--- src/rtl/fetch_unit_if.sv ---
// Fetch-side bus bundle for the fetch unit.
// Carries the instruction-memory request/response signals, the decode
// valid/ready handshake, and the redirect request from execute.
//   master : the fetch unit (drives imem_pc/read/write and id_*)
//   slave  : the environment (memory, decode, execute)
interface fetch_unit_if #(
  parameter int PC_WIDTH = 32
);
  logic [PC_WIDTH-1:0] imem_pc;
  logic                imem_read;
  logic                imem_write;
  logic [31:0]         imem_rdata;
  logic                id_valid;
  logic                id_ready;
  logic [31:0]         id_bundle;
  logic [PC_WIDTH-1:0] id_pc;
  logic                redirect;
  logic [PC_WIDTH-1:0] redirect_pc;

  modport master (
    output imem_pc, imem_read, imem_write, id_valid, id_bundle, id_pc,
    input  imem_rdata, id_ready, redirect, redirect_pc
  );

  modport slave (
    input  imem_pc, imem_read, imem_write, id_valid, id_bundle, id_pc,
    output imem_rdata, id_ready, redirect, redirect_pc
  );
endinterface

--- src/rtl/fetch_unit.sv ---
// Instruction fetch initiator.
// Issues a read to instruction memory whenever the 2-entry bundle queue has
// room (or is being drained this cycle), captures the combinational 32-bit
// bundle, and presents queued bundles with their PC to decode over a
// valid/ready handshake. A redirect flushes the queue and restarts fetch.
// Ports:
//   clk   : clock, all state updates on posedge
//   reset : synchronous active-high reset
//   bus   : fetch_unit_if.master (imem_*, id_*, redirect/redirect_pc)
module fetch_unit #(
  parameter int                  PC_WIDTH = 32,
  parameter logic [PC_WIDTH-1:0] RESET_PC = '0,
  parameter int                  PC_STEP  = 2
) (
  input logic          clk,
  input logic          reset,
  fetch_unit_if.master bus
);

  localparam logic [PC_WIDTH-1:0] RESET_PC_EVEN = {RESET_PC[PC_WIDTH-1:1], 1'b0};
  localparam logic [PC_WIDTH-1:0] STEP          = PC_WIDTH'(PC_STEP);

  logic [PC_WIDTH-1:0] fetch_pc_q, fetch_pc_d;
  logic [1:0]          count_q, count_d;
  logic [31:0]         bundle0_q, bundle0_d;
  logic [31:0]         bundle1_q, bundle1_d;
  logic [PC_WIDTH-1:0] pc0_q, pc0_d;
  logic [PC_WIDTH-1:0] pc1_q, pc1_d;
  logic                pop;
  logic                fire;

  // Entry 0 is always the head presented to decode.
  assign bus.imem_pc    = fetch_pc_q;
  assign bus.imem_read  = fire;
  assign bus.imem_write = 1'b0;
  assign bus.id_valid   = (count_q != 2'd0);
  assign bus.id_bundle  = bundle0_q;
  assign bus.id_pc      = pc0_q;

  // A full queue may still fetch when the head leaves in the same cycle.
  assign pop  = (count_q != 2'd0) & bus.id_ready;
  assign fire = !reset & !bus.redirect & ((count_q != 2'd2) | pop);

  always_comb begin
    fetch_pc_d = fetch_pc_q;
    count_d    = count_q;
    bundle0_d  = bundle0_q;
    bundle1_d  = bundle1_q;
    pc0_d      = pc0_q;
    pc1_d      = pc1_q;
    if (bus.redirect) begin
      // Stale entries are dropped by zeroing the count; their data is dead.
      count_d    = 2'd0;
      fetch_pc_d = {bus.redirect_pc[PC_WIDTH-1:1], 1'b0};
    end else begin
      case ({pop, fire})
        2'b11: begin
          if (count_q == 2'd2) begin
            bundle0_d = bundle1_q;
            pc0_d     = pc1_q;
            bundle1_d = bus.imem_rdata;
            pc1_d     = fetch_pc_q;
          end else begin
            bundle0_d = bus.imem_rdata;
            pc0_d     = fetch_pc_q;
          end
        end
        2'b10: begin
          bundle0_d = bundle1_q;
          pc0_d     = pc1_q;
          count_d   = count_q - 2'd1;
        end
        2'b01: begin
          if (count_q == 2'd0) begin
            bundle0_d = bus.imem_rdata;
            pc0_d     = fetch_pc_q;
          end else begin
            bundle1_d = bus.imem_rdata;
            pc1_d     = fetch_pc_q;
          end
          count_d = count_q + 2'd1;
        end
        default: begin
        end
      endcase
      if (fire) begin
        fetch_pc_d = fetch_pc_q + STEP;
      end
    end
  end

  always_ff @(posedge clk) begin
    if (reset) begin
      fetch_pc_q <= RESET_PC_EVEN;
      count_q    <= 2'd0;
      bundle0_q  <= '0;
      bundle1_q  <= '0;
      pc0_q      <= '0;
      pc1_q      <= '0;
    end else begin
      fetch_pc_q <= fetch_pc_d;
      count_q    <= count_d;
      bundle0_q  <= bundle0_d;
      bundle1_q  <= bundle1_d;
      pc0_q      <= pc0_d;
      pc1_q      <= pc1_d;
    end
  end

endmodule
--- src/flat_wrapper.sv ---
// flat-port wrapper written by rule: the top's interface ports become plain ports
module fetch_unit_flat 
#(
  parameter int                  PC_WIDTH = 32,
  parameter logic [PC_WIDTH-1:0] RESET_PC = '0,
  parameter int                  PC_STEP  = 2
)
  (clk, reset, bus_imem_pc, bus_imem_read, bus_imem_write, bus_id_valid, bus_id_bundle, bus_id_pc, bus_imem_rdata, bus_id_ready, bus_redirect, bus_redirect_pc);
  fetch_unit_if #(.PC_WIDTH(PC_WIDTH)) bus_i ();
  input logic clk;
  input logic reset;
  output wire logic [$bits(bus_i.imem_pc)-1:0] bus_imem_pc;
  output wire logic [$bits(bus_i.imem_read)-1:0] bus_imem_read;
  output wire logic [$bits(bus_i.imem_write)-1:0] bus_imem_write;
  output wire logic [$bits(bus_i.id_valid)-1:0] bus_id_valid;
  output wire logic [$bits(bus_i.id_bundle)-1:0] bus_id_bundle;
  output wire logic [$bits(bus_i.id_pc)-1:0] bus_id_pc;
  input wire logic [$bits(bus_i.imem_rdata)-1:0] bus_imem_rdata;
  input wire logic [$bits(bus_i.id_ready)-1:0] bus_id_ready;
  input wire logic [$bits(bus_i.redirect)-1:0] bus_redirect;
  input wire logic [$bits(bus_i.redirect_pc)-1:0] bus_redirect_pc;
  assign bus_imem_pc = bus_i.imem_pc;
  assign bus_imem_read = bus_i.imem_read;
  assign bus_imem_write = bus_i.imem_write;
  assign bus_id_valid = bus_i.id_valid;
  assign bus_id_bundle = bus_i.id_bundle;
  assign bus_id_pc = bus_i.id_pc;
  assign bus_i.imem_rdata = bus_imem_rdata;
  assign bus_i.id_ready = bus_id_ready;
  assign bus_i.redirect = bus_redirect;
  assign bus_i.redirect_pc = bus_redirect_pc;
  fetch_unit #(.PC_WIDTH(PC_WIDTH), .RESET_PC(RESET_PC), .PC_STEP(PC_STEP)) u_core (.clk(clk), .reset(reset), .bus(bus_i));
endmodule
--- config.mk ---
export PLATFORM = sky130hd
export DESIGN_NAME = fetch_unit_flat
export DESIGN_NICKNAME = d
export VERILOG_FILES = /design/src/rtl/fetch_unit_if.sv /design/src/rtl/fetch_unit.sv /design/src/flat_wrapper.sv
export SDC_FILE = /design/constraint.sdc
export NUM_CORES = 1
export LEC_CHECK = 0
export ABC_CLOCK_PERIOD_IN_PS = 2200
export CELL_PAD_IN_SITES_DETAIL_PLACEMENT = 1
export CELL_PAD_IN_SITES_GLOBAL_PLACEMENT = 1
export CORE_MARGIN = 5
export CORE_UTILIZATION = 33
export CTS_CLUSTER_DIAMETER = 80
export DETAILED_ROUTE_END_ITERATION = 8
export PLACE_DENSITY = 0.69
export SLEW_MARGIN = 20
export SYNTH_ARGS = -nofsm -noshare
export SYNTH_HDL_FRONTEND = slang
export SYNTH_SLANG_ARGS = --single-unit
--- constraint.sdc ---
create_clock -name clk -period 2.2 [get_ports clk]
set_input_delay 0.55 -clock clk [delete_from_list [all_inputs] [get_ports clk]]
set_output_delay 0.55 -clock clk [all_outputs]
set_load 0.05 [all_outputs]
# Word level (Yosys, flattened, before mapping)
# Cells that the tools add are included.
# word_totals
in_bits	68
reg_bits	162
out_inout_bits	99
# op_classes
n_addsub	3
bitwise	5
n_mux	15
n_reduce_logical	11
n_eq_ne	8
# op_table
op	count
32-bit 2-to-1 mux	10
32-bit one-hot mux with 3 select lines	2
32-bit one-hot mux with 2 select lines	2
32-bit by 2-bit adder with 32-bit output, second input constant	1
2-bit nonzero test	4
2-bit == test, second input constant	3
2-bit by 1-bit inequality test with 1-bit output, second input constant	2
2-bit inequality test, second input constant	2
2-bit one-hot mux with 2 select lines	1
4-bit AND reduction	1
1-bit bitwise AND	3
3-bit AND reduction	1
3-bit nonzero test	1
2-bit by 1-bit adder with 2-bit output, second input constant	1
2-bit by 1-bit == test with 1-bit output, second input constant	1
1-bit logical NOT	2
2-bit logical NOT	1
2-bit OR reduction	1
2-bit by 1-bit subtractor with 2-bit output, second input constant	1
1-bit NOT	1
1-bit bitwise OR	1

# Depth between registers and ports, before layout
# Gate-level depths: netlist of run 1.
# depth
word_depth	7
depth_mapped	8
ltp_nobuf	5

# Worst setup path after synthesis of run 1
# No wires, ideal clock.
# synth_path
path_type	input to output
startpoint	input reset
endpoint	output bus_imem_read
arrival_time_ns	1.885
stages	4
setup_slack_ns	-0.235
cell_sequence	clkbuf_1 -> or2_2 -> clkbuf_1 -> nor2_1
# synth_via
elab_chain_cells	3
# synth_lines
item	line_no	text
start, declared	flat_wrapper.sv:11	input logic reset;
1-bit logical NOT	fetch_unit.sv:42	assign fire = !reset & !bus.redirect & ((count_q != 2'd2) | pop);
1-bit bitwise AND (2 in a row)	fetch_unit.sv:42	
end, declared	flat_wrapper.sv:13	output wire logic [$bits(bus_i.imem_read)-1:0] bus_imem_read;
# Every way passes these cells.

# Worst setup path after layout of run 1
# layout_path
startpoint	input bus_redirect
endpoint	output bus_imem_read
# layout_via
elab_chain_cells	3
# layout_lines
item	line_no	text
start, declared	flat_wrapper.sv:20	input wire logic [$bits(bus_i.redirect)-1:0] bus_redirect;
1-bit logical NOT	fetch_unit.sv:42	
1-bit bitwise AND (2 in a row)	fetch_unit.sv:42	
# Every way passes these cells.

==> results.yml, run 1 <==
clock_tree:
  clockRootBuffer: "sky130_fd_sc_hd__clkbuf_16"
  cts_hold_buf: 0
  cts_inserted_buffers: 17
  worst_skew_pair.late_latency_ns: 0.42
  tritoncts: "done"
  clk_transition_reported_paths_ns: 0.06
  htreeDepth: 4
  tritoncts_num_sinks: 159
  clk_path_buf_depth: 2
detailed_routing:
  drt_pre_antenna_iters: 4
  wl_um: 21200
  routed_wire_length_per_instance_um: 17.4
  number_of_design_rule_violations_left_after_detail_routing: 0
  postRouteAntennaNets: 0
  initial_detailed_routing_violation_count: 240
  route.vias.total: 6176
  vias_per_cell: 5.08
sta:
  drv_slew: 0
  setup-tns-final_ns: 0
  timing.final.hold_violations: 0
  period_utilization: 0.977
  slew-limit-headroom: 0.391
  clock-skew-final_ns: 0.0114
  worst_slew_pin_slew_ns: 0.914
  final_period_minus_worst_setup_slack_ns: 2.15
  report.final.setup_viol: 0
  fmax_ghz: 0.465
  grt_setup_unrepaired: "no"
yosys:
  synthSimpleGateAreaFrac: 0.172
  synth-xor-area-share: 0.0125
  asyncSetResetFlopFracSynth: 0
  synth.cell_area_um2: 7010
  synth_compound_gate_area_share: 0.131
  postSynthCellCount: 752
  synthesis.yosys.warnings: 0
  synth_flop_cell: "sky130_fd_sc_hd__dfxtp_1"
  synthesized_area_fraction_occupied_by_adder_cells: 0.00179
  ys_seq_elements: 159
  synthDistinctLibCells: 49
  synth_edf_count: 0
  synth_area_per_cell_um2: 9.32
  synth.area.mux_share: 0.180
  synth_top_family_by_area: "multiplexers"
  part_of_the_yosys_area_used_for_sequential_elements: 0.454
place:
  gp_routability_congestion: 0.843
  numPlacedInstances: 1184
  post-dp-hpwl_um: 14900
  io_buffers: 162
cells_and_area:
  fin_cells: 1215
  syn_to_final_growth_pct: 39.7
  final_layout_size_suffix_gt1_frac: 0.145
  diodes: 0
  final_nets: 998
worst_setup_path:
  worst-endpoint-arrival_ns: 1.60
  max_stage_delay_ns: 0.43
  crit_path_end_kind: "output port"
  worst_path_buffer_plus_inverter_count: 2
  critPathMaxFanout: 4
  cp_top_delay_family: "buffers and inverters"
  crit-reg2reg-capture: "u_core.bus.imem_pc[18]$_SDFFE_PP0P_"
  reg_to_reg_start: "u_core.bus.imem_pc[8]$_SDFFE_PP0P_"
  cp.required_ns: 1.65
  endpoint: "bus_imem_read"
  timing.critical_path.from_type: "input pin"
  worst_setup_path_startpoint: "bus_redirect"
  regToRegSetupSlack_ns: 0.17
  crit_type: "input pin to output port"
  cell_type_of_the_slowest_stage_on_the_worst_timing_path: "sky130_fd_sc_hd__clkdlybuf4s50_1"
  worst-r2r-cell-count: 4
  cp_cell_sequence: "clkdlybuf4s50_1 -> or2_4 -> nor2_4 -> buf_12"
  cp_num_cells: 4
global_route:
  grt_overflow: 0
  largest_net_degree_at_the_start_of_global_routing: 85
  grt_pass1_wl_um: 34600
  antenna_found_initial: 1
  number_of_global_route_vias_before_repair: 6358
  global_route_total_usage_across_every_layer: 0.177
pwr:
  leakagePower_nw: 3.39
  internal-power_mw: 5.37
  finalPower_mw: 7.65
  power_per_cell_area_nw_per_um2: 781
  clock_power_share: 0.396
  netSwitchingPower_mw: 2.27
  vdd_drop_max_uv: 463
  netSwitchingFraction: 0.297
  comb_power_share: 0.195
  seq_power_share: 0.409
floorplan:
  rows: 53
  design.die.area_um2: 24300
  fp.coreArea_um2: 21000
  floorplan.initialDensity: 0.334
  floorplan.die.height_um: 156
  die-width_um: 156
  pin_count: 167
job:
  cap_viol_max_count: 0
worst_hold_path:
  holdCritPathClass: "flop to flop"
run_status:
  result_of_the_run: "complete, no violations"
==> flip-flops by register name, indices dropped and copies added (netlist names) <==
register,flops
u_core.bundle1_q,32
u_core.bus.id_bundle,32
u_core.bus.id_pc,31
u_core.bus.imem_pc,31
u_core.count_q,2
u_core.pc1_q,31
==> metrics by stage <==
stage | hold slack (ns) | area (µm²) | util | setup slack (ns)
2_1_floorplan | 0.460 | 7020 | - | 0.0168
3_3_place_gp | 0.471 | 9180 | 0.438 | -0.177
3_5_place_dp | 0.483 | 9180 | 0.438 | -0.247
4_1_cts | 0.500 | 9780 | 0.467 | -0.00183
5_1_grt | 0.522 | 9790 | 0.467 | 0.00405
6_report | 0.494 | 9790 | 0.467 | 0.0517
==> cells in the mapped netlist, drive strengths merged (2+ instances only) <==
cell,count,area (µm²)
dfxtp,159,3180
nor2,152,571
mux2i,126,1260
a211oi,71,533
clkbuf,36,135
buf,28,170
nand2,22,82.6
nand3,16,97.6
nand4,13,81.3
o21ai,12,60.1
a311oi,11,96.3
a21oi,9,48.8
or3,9,61.3
and3,7,43.8
inv,7,26.3
nor4,7,43.8
or4,7,52.6
a31oi,6,37.5
o31ai,6,45.0
xnor2,5,43.8
xor2,5,43.8
and4,4,35.0
nand2b,4,25.0
nor3,4,20.0
or2,3,18.8
a31o,2,17.5
and2,2,12.5
nand3b,2,15.0
nor3b,2,20.0
o211ai,2,15.0
o221ai,2,17.5
o311ai,2,17.5
==> power groups by stage <==
| stage | logic [mW] | registers, mW | clock network, mW |
|---|---|---|---|
| final | 1.49 | 3.13 | 3.03 |
| after global routing | 1.59 | 3.16 | 3.22 |
| after floorplan | 0.449 | 3.65 | 0 |
| after global placement | 1.49 | 3.19 | 0 |
| after detailed placement | 1.51 | 3.20 | 0 |
| after CTS | 1.51 | 3.13 | 3.11 |
==> cell families after synthesis <==
group | after synthesis
compound gates | 127
xor+xnor | 10
fa+ha+maj | 1
buf+inv | 71
flops | 159
mux | 126
other cells | 1
simple gates | 257
==> timing repair <==
item,CTS,global route
resized for setup,5,2
setup endpoints to repair,4,1
buffers inserted,0,1
pin swaps,1,2
==> worst min path at each step <==
stage                                                 from                               end  slack (ns)  cells after the start
final                     u_core.bundle1_q[0]$_SDFFE_PP0P_  u_core.bundle1_q[0]$_SDFFE_PP0P_        0.49                      2
after global placement    u_core.bundle1_q[6]$_SDFFE_PP0P_  u_core.bundle1_q[6]$_SDFFE_PP0P_        0.47                      2
after CTS                    u_core.pc1_q[11]$_SDFFE_PP0P_     u_core.pc1_q[11]$_SDFFE_PP0P_        0.50                      2
after floorplan           u_core.bundle1_q[0]$_SDFFE_PP0P_  u_core.bundle1_q[0]$_SDFFE_PP0P_        0.46                      2
after detailed placement     u_core.pc1_q[11]$_SDFFE_PP0P_     u_core.pc1_q[11]$_SDFFE_PP0P_        0.48                      2
after global routing          u_core.pc1_q[3]$_SDFFE_PP0P_      u_core.pc1_q[3]$_SDFFE_PP0P_        0.52                      2
==> placed cells by master, fill, tap and decap left out, types with 4 or more instances in the layout <==
cell / netlist / routed
sky130_fd_sc_hd__mux2i_1: 126 / 126
sky130_fd_sc_hd__clkdlybuf4s50_1: 0 / 125
sky130_fd_sc_hd__clkbuf_16: 0 / 17
sky130_fd_sc_hd__xor2_1: 5 / 5
sky130_fd_sc_hd__and4_1: 4 / 4
sky130_fd_sc_hd__a21oi_1: 8 / 7
sky130_fd_sc_hd__nand2_1: 22 / 22
sky130_fd_sc_hd__nand4_1: 13 / 13
sky130_fd_sc_hd__nand2b_1: 4 / 4
sky130_fd_sc_hd__nor3_1: 4 / 4
sky130_fd_sc_hd__or4_1: 7 / 7
sky130_fd_sc_hd__o21ai_0: 12 / 12
sky130_fd_sc_hd__buf_12: 0 / 10
sky130_fd_sc_hd__or3_1: 8 / 8
sky130_fd_sc_hd__a311oi_1: 11 / 11
sky130_fd_sc_hd__dfxtp_1: 159 / 157
sky130_fd_sc_hd__clkinvlp_4: 0 / 4
sky130_fd_sc_hd__o31ai_1: 6 / 6
sky130_fd_sc_hd__nor4_1: 7 / 7
sky130_fd_sc_hd__buf_4: 10 / 80
sky130_fd_sc_hd__nand3_1: 14 / 14
sky130_fd_sc_hd__inv_1: 7 / 7
sky130_fd_sc_hd__a211oi_1: 71 / 71
sky130_fd_sc_hd__xnor2_1: 5 / 5
sky130_fd_sc_hd__and3_1: 7 / 7
sky130_fd_sc_hd__a31oi_1: 6 / 6
sky130_fd_sc_hd__inv_6: 0 / 4
sky130_fd_sc_hd__nor2_1: 152 / 151
==> worst register-to-register path, stage by stage, from the launching register on <==
cell and delay, ns:
sky130_fd_sc_hd__dfxtp_1 0.45, sky130_fd_sc_hd__and4_1 0.36, sky130_fd_sc_hd__nand2_1 0.28, sky130_fd_sc_hd__or4_1 0.55
sky130_fd_sc_hd__a311oi_1 0.30
==> routing by layer <==
| layer | GRT usage | vias to the layer above | wire, µm |
|---|---|---|---|
| met1 | 0.239 | 2952 | 9720 |
| li1 | - | 3069 | - |
| met2 | 0.286 | 126 | 10000 |
| met4 | 0.0546 | 2 | 371 |
| met3 | 0.0394 | 27 | 1060 |
| met5 | 0 | - | 7 |
==> final cells by class <==
class / count / area, µm²
multi-input cells: 524 / 3540
flip-flops and latches: 159 / 3190
well taps: 275 / 344
clock buffers: 18 / 429
fillers: 2402 / 11200
repair buffers: 220 / 2100
clock inverters: 12 / 160
inverters: 7 / 26.3
Note: power is estimated with default switching activity, not from simulation.
==> run 2: changes to the inputs <==
PLACE_DENSITY = unset   (was 0.69)
PLACE_DENSITY_LB_ADDON = 0.25   (was unset)
==> results.yml, run 2 (synthesis gave the netlist of run 1 again) <==
sta:
  clock-skew-final_ns: 0.0129
  period_utilization: 0.986
  slew-limit-headroom: 0.592
  final_period_minus_worst_setup_slack_ns: 2.17
  worst_slew_pin_slew_ns: 0.612
  hold_ws_ns: 0.495
  timing.final.hold_violations: 0
  drv_slew: 0
  setup-tns-final_ns: 0
  report.final.setup_viol: 0
  fmax_ghz: 0.461
  grt_setup_unrepaired: "no"
worst_setup_path:
  crit_type: "input pin to output port"
  regToRegSetupSlack_ns: 0.14
  worst-r2r-cell-count: 6
  critPathMaxFanout: 3
  timing.critical_path.from_type: "input pin"
  max_stage_delay_ns: 0.46
  cp_cell_sequence: "clkdlybuf4s50_1 -> or2_4 -> nor2_4 -> buf_12"
  crit-reg2reg-capture: "u_core.bus.imem_pc[21]$_SDFFE_PP0P_"
  cell_type_of_the_slowest_stage_on_the_worst_timing_path: "sky130_fd_sc_hd__clkdlybuf4s50_1"
  crit_path_end_kind: "output port"
  worst-endpoint-arrival_ns: 1.62
  cp.required_ns: 1.65
  reg_to_reg_start: "u_core.bus.imem_pc[2]$_SDFFE_PP0P_"
worst_hold_path:
  worst_hold_path.num_cells: 2
  hold_end: "u_core.pc1_q[25]$_SDFFE_PP0P_"
  worstHoldStart: "u_core.pc1_q[25]$_SDFFE_PP0P_"
  holdCritPathClass: "flop to flop"
cells_and_area:
  diodes: 0
  layout_commonest_cell: "sky130_fd_sc_hd__dfxtp_1"
  syn_to_final_growth_pct: 41.6
  final_nets: 1005
  layout.core_utilization: 0.473
  final_layout_size_suffix_gt1_frac: 0.149
  fillcell_total: 2401
  most-common-layout-cells: "157 x sky130_fd_sc_hd__dfxtp_1, 151 x sky130_fd_sc_hd__nor2_1, 127 x sky130_fd_sc_hd__clkdlybuf4s50_1"
  final_cell_area_um2: 9920
global_route:
  grt_overflow: 0
  largest_net_degree_at_the_start_of_global_routing: 57
  global_route_total_usage_across_every_layer: 0.178
  grt_pass1_wl_um: 34800
  number_of_global_route_vias_before_repair: 6386
  antenna_found_initial: 1
place:
  post_dp_cell_area_um2: 9270
  io_buffers: 162
  gp_routability_congestion: 0.803
  post-dp-hpwl_um: 15400
detailed_routing:
  initial_detailed_routing_violation_count: 219
  number_of_design_rule_violations_left_after_detail_routing: 0
  vias_per_cell: 5.13
  wl_um: 21700
  routed_wire_length_per_instance_um: 17.7
  drt_pre_antenna_iters: 4
  route.vias.total: 6276
  postRouteAntennaNets: 0
pwr:
  netSwitchingFraction: 0.291
  netSwitchingPower_mw: 2.29
  internal-power_mw: 5.56
  vdd_drop_max_uv: 591
  clock_power_share: 0.407
  comb_power_share: 0.194
  power_per_cell_area_nw_per_um2: 791
  leakagePower_nw: 3.47
  seq_power_share: 0.399
clock_tree:
  tritoncts_num_sinks: 159
  tritoncts: "done"
  clk_path_buf_depth: 2
  clk_transition_reported_paths_ns: 0.06
  cts_hold_buf: 0
  clockRootBuffer: "sky130_fd_sc_hd__clkbuf_16"
  htreeDepth: 4
  cts_inserted_buffers: 17
  worst_skew_pair.late_latency_ns: 0.42
floorplan:
  die-width_um: 156
  floorplan.initialDensity: 0.334
  design.die.area_um2: 24300
  fp.coreArea_um2: 21000
  pin_count: 167
  rows: 53
  floorplan.die.height_um: 156
run_status:
  result_of_the_run: "complete, no violations"
job:
  cap_viol_max_count: 0
-- run 2: cell types whose count changed in the layout (fill, tap and decap cells not counted) --
cell,before,now
sky130_fd_sc_hd__buf_6,1,0
sky130_fd_sc_hd__clkinv_4,0,2
sky130_fd_sc_hd__clkbuf_8,0,1
sky130_fd_sc_hd__inv_8,0,1
sky130_fd_sc_hd__clkbuf_1,1,3
sky130_fd_sc_hd__bufinv_16,3,4
sky130_fd_sc_hd__inv_6,4,2
sky130_fd_sc_hd__buf_4,80,83
sky130_fd_sc_hd__buf_12,10,13
sky130_fd_sc_hd__clkdlybuf4s50_1,125,127
sky130_fd_sc_hd__clkinvlp_4,4,1
-- run 2: power groups by stage --
stage / clock network (mW) / registers [mW] / logic [mW]
floorplan: 0 / 3.65 / 0.449
global placement: 0 / 3.20 / 1.51
detailed placement: 0 / 3.20 / 1.53
CTS: 3.28 / 3.14 / 1.54
global route: 3.41 / 3.16 / 1.62
finish: 3.19 / 3.14 / 1.52
-- run 2: worst max-delay path by stage --
stage	from	endpoint	slack, ns	cells past startpoint
2_1_floorplan	reset	bus_imem_read	0.02	4
6_report	bus_redirect	bus_imem_read	0.03	4
3_5_place_dp	bus_id_ready	u_core.bus.imem_pc[18]$_SDFFE_PP0P_	-0.31	5
5_1_grt	u_core.bus.id_bundle[3]$_SDFFE_PP0P_	bus_id_bundle[3]	0.003	1
3_3_place_gp	bus_id_ready	u_core.bus.imem_pc[16]$_SDFFE_PP0P_	-0.28	5
4_1_cts	bus_redirect	bus_imem_read	0.01	4
-- run 2: what timing repair did --
action                     CTS  global route
buffers inserted             1             1
gates resized for setup      5             1
setup endpoints to repair    3             2
pin swaps                    1             2
-- run 2: metrics by stage --
stage               power, mW  cells  setup WS, ns
floorplan                4.10    754        0.0168
global placement         4.71   1190        -0.277
detailed placement       4.73   1190        -0.305
CTS                      7.95   1223        0.0107
global route             8.18   1224       0.00271
finish                   7.85   1224        0.0314
-- run 2: worst max-delay path, delay by kind of cell --
family	cells	cell delay (ns)
buf+inv	2	0.61
simple gates	2	0.45
-- run 2: cell type report --
class                   instances  area [µm²]  area share
flip-flops and latches        159        3190       0.321
inverters                       7        26.3     0.00265
clock buffers                  21         450      0.0454
repair buffers                227        2190       0.221
multi-input cells             524        3540       0.357
clock inverters                11         179      0.0180
well taps                     275         344      0.0347
-- run 2: metal layers --
layer | vias to the layer above | global-route usage | part of all wire
met3 | 30 | 0.0322 | 0.038
met5 | - | 0 | 0.00051
met2 | 123 | 0.290 | 0.47
met1 | 3040 | 0.237 | 0.46
met4 | 2 | 0.0634 | 0.022
li1 | 3081 | - | -
==> patch (settings of run 2) <==
`pc0_q` no longer has a reset.
--- a/src/rtl/fetch_unit.sv
+++ b/src/rtl/fetch_unit.sv
@@ -96,5 +96,4 @@
       bundle0_q  <= '0;
       bundle1_q  <= '0;
-      pc0_q      <= '0;
       pc1_q      <= '0;
     end else begin
@@ -103,8 +102,11 @@
       bundle0_q  <= bundle0_d;
       bundle1_q  <= bundle1_d;
-      pc0_q      <= pc0_d;
       pc1_q      <= pc1_d;
     end
   end
 
+  always_ff @(posedge clk) begin
+    pc0_q <= pc0_d;
+  end
+
 endmodule
Behaviour: differs if reset is asserted again (counterexample within 4 cycles, from zero or initial values and one cycle with reset high); with reset held inactive, the same outputs for 4 cycles.
==> patch against run 2 <==
Design area decreased by 0.87%. Setup slack better by 25 ps. Synthesized area shrank 2.3%. Sequential power rose by 3%. Total power shrank 5.6%. Routed wire length fell by 1.0%. Global-route usage up 0.20 points. Sequential cell count did not move. Largest power group is now sequential cells. Highest routed layer is now met4.
==> patch: results (changes against run 2) <==
synth unique cells: 53 (+8.2%)
status: finished, final reports clean
Post-Synth Adder-Cell Area: 0.1827% (+0.0041 points)
internal power: 5.255 mW (-5.5%)
critical path arrival: 1590 ps (-30 ps)
non-filler cells, final: 1216 (-0.65%)
share of cells above drive strength 1: 18.10% (+3.2 points)
Worst Clk Skew: 8.969 ps (-3.881 ps)
Post-synth EDFFs: 31 (+31)
GR Util All Layers: 17.97% (+0.20 points)
Critical Path Max Stage Delay: 810 ps (+350 ps)
DR WL/cell: 17.67 um (-0.39%)
worst-path fanout max: 1 (-2)
dpl hpwl: 15290 um (-0.97%)
number of global-route vias before repair: 6330 (-0.88%)
Area contributors post-synth: dfxtp_1, edfxtp_1, nand2_1
initial antenna violation count: 0 (-1)
pre-CTS worst setup slack: -289.8 ps (+15.51 ps)
post-synthesis compound-gate area fraction: 14.58% (+1.5 points)
Mapped Avg Cell Area: 9.193 um^2 (-1.3%)
RD Place Congestion: 0.7977 (-0.60%)
Pleak: 3.522 nW (+1.6%)
largest net degree at the start of global routing: 70 (+23%)
Via density: 5.076 (-0.99%)
Cell Area, Placed: 9259 um^2 (-0.13%)
Synth top cells by count: nand2_1, dfxtp_1, a21oi_1
patch: layout make-up:
class	instances	area, um^2
Inverter	8	30.03
Antenna cell	1	2.502
Sequential cell	159	3521
Fill cell	2307	10530
Clock inverter	8	53.80
Clock buffer	23	500.5
Multi-Input combinational cell	522	3138
Timing Repair Buffer	225	2252
Tap cell	270	337.8
patch: path summary, 6_finish.rpt:
kind	depth (start not counted)	slack, ps	end	start
max reg2reg	5	130	u_core.bus.imem_pc[31]	u_core.bus.imem_pc[2]
max	1	60	bus_id_pc[3]	u_core.bus.id_pc[3]
min reg2reg	2	450	u_core.pc1_q[2]	u_core.pc1_q[2]
min	2	450	u_core.pc1_q[2]	u_core.pc1_q[2]
patch: metal layers:
metal / share of wire, % / global-route usage (%)
met3: 3.5 / 3.260
met4: 1.4 / 5.425
met2: 47 / 29.45
met1: 48 / 24.18
met5: 0 / 0
patch: power by group through the flow:
stage,Combinational (mW),Sequential (mW),Clock [mW]
after CTS,1.40,3.22,2.89
after global placement,1.39,3.28,0
after floorplan,0.375,3.70,0
after detailed placement,1.41,3.28,0
after global routing,1.47,3.24,3.03
final,1.38,3.22,2.81
patch: timing repair:
item                       4_1_cts  5_1_grt
resized for setup               16        8
buffers inserted                 2        0
hold buffers                     0        0
cloned                           0        0
pin swaps                        1        0
setup endpoints to repair       14        8
patch: kinds of logic after synthesis:
family / Yosys count
buffers and inverters: 66
and+or+nand+nor: 291
adders and majority gates: 1
other: 1
muxes: 61
AOI/OAI and AO/OA: 156
DFF: 159
xor gates and xnor gates: 10
patch: worst reg2reg max path, stage by stage, from the launching register on:
cell and delay [ps]:
dfxtp_4 390, ha_1 180, nand2_1 100, or4_4 550, or3_4 400, a311o_1 350
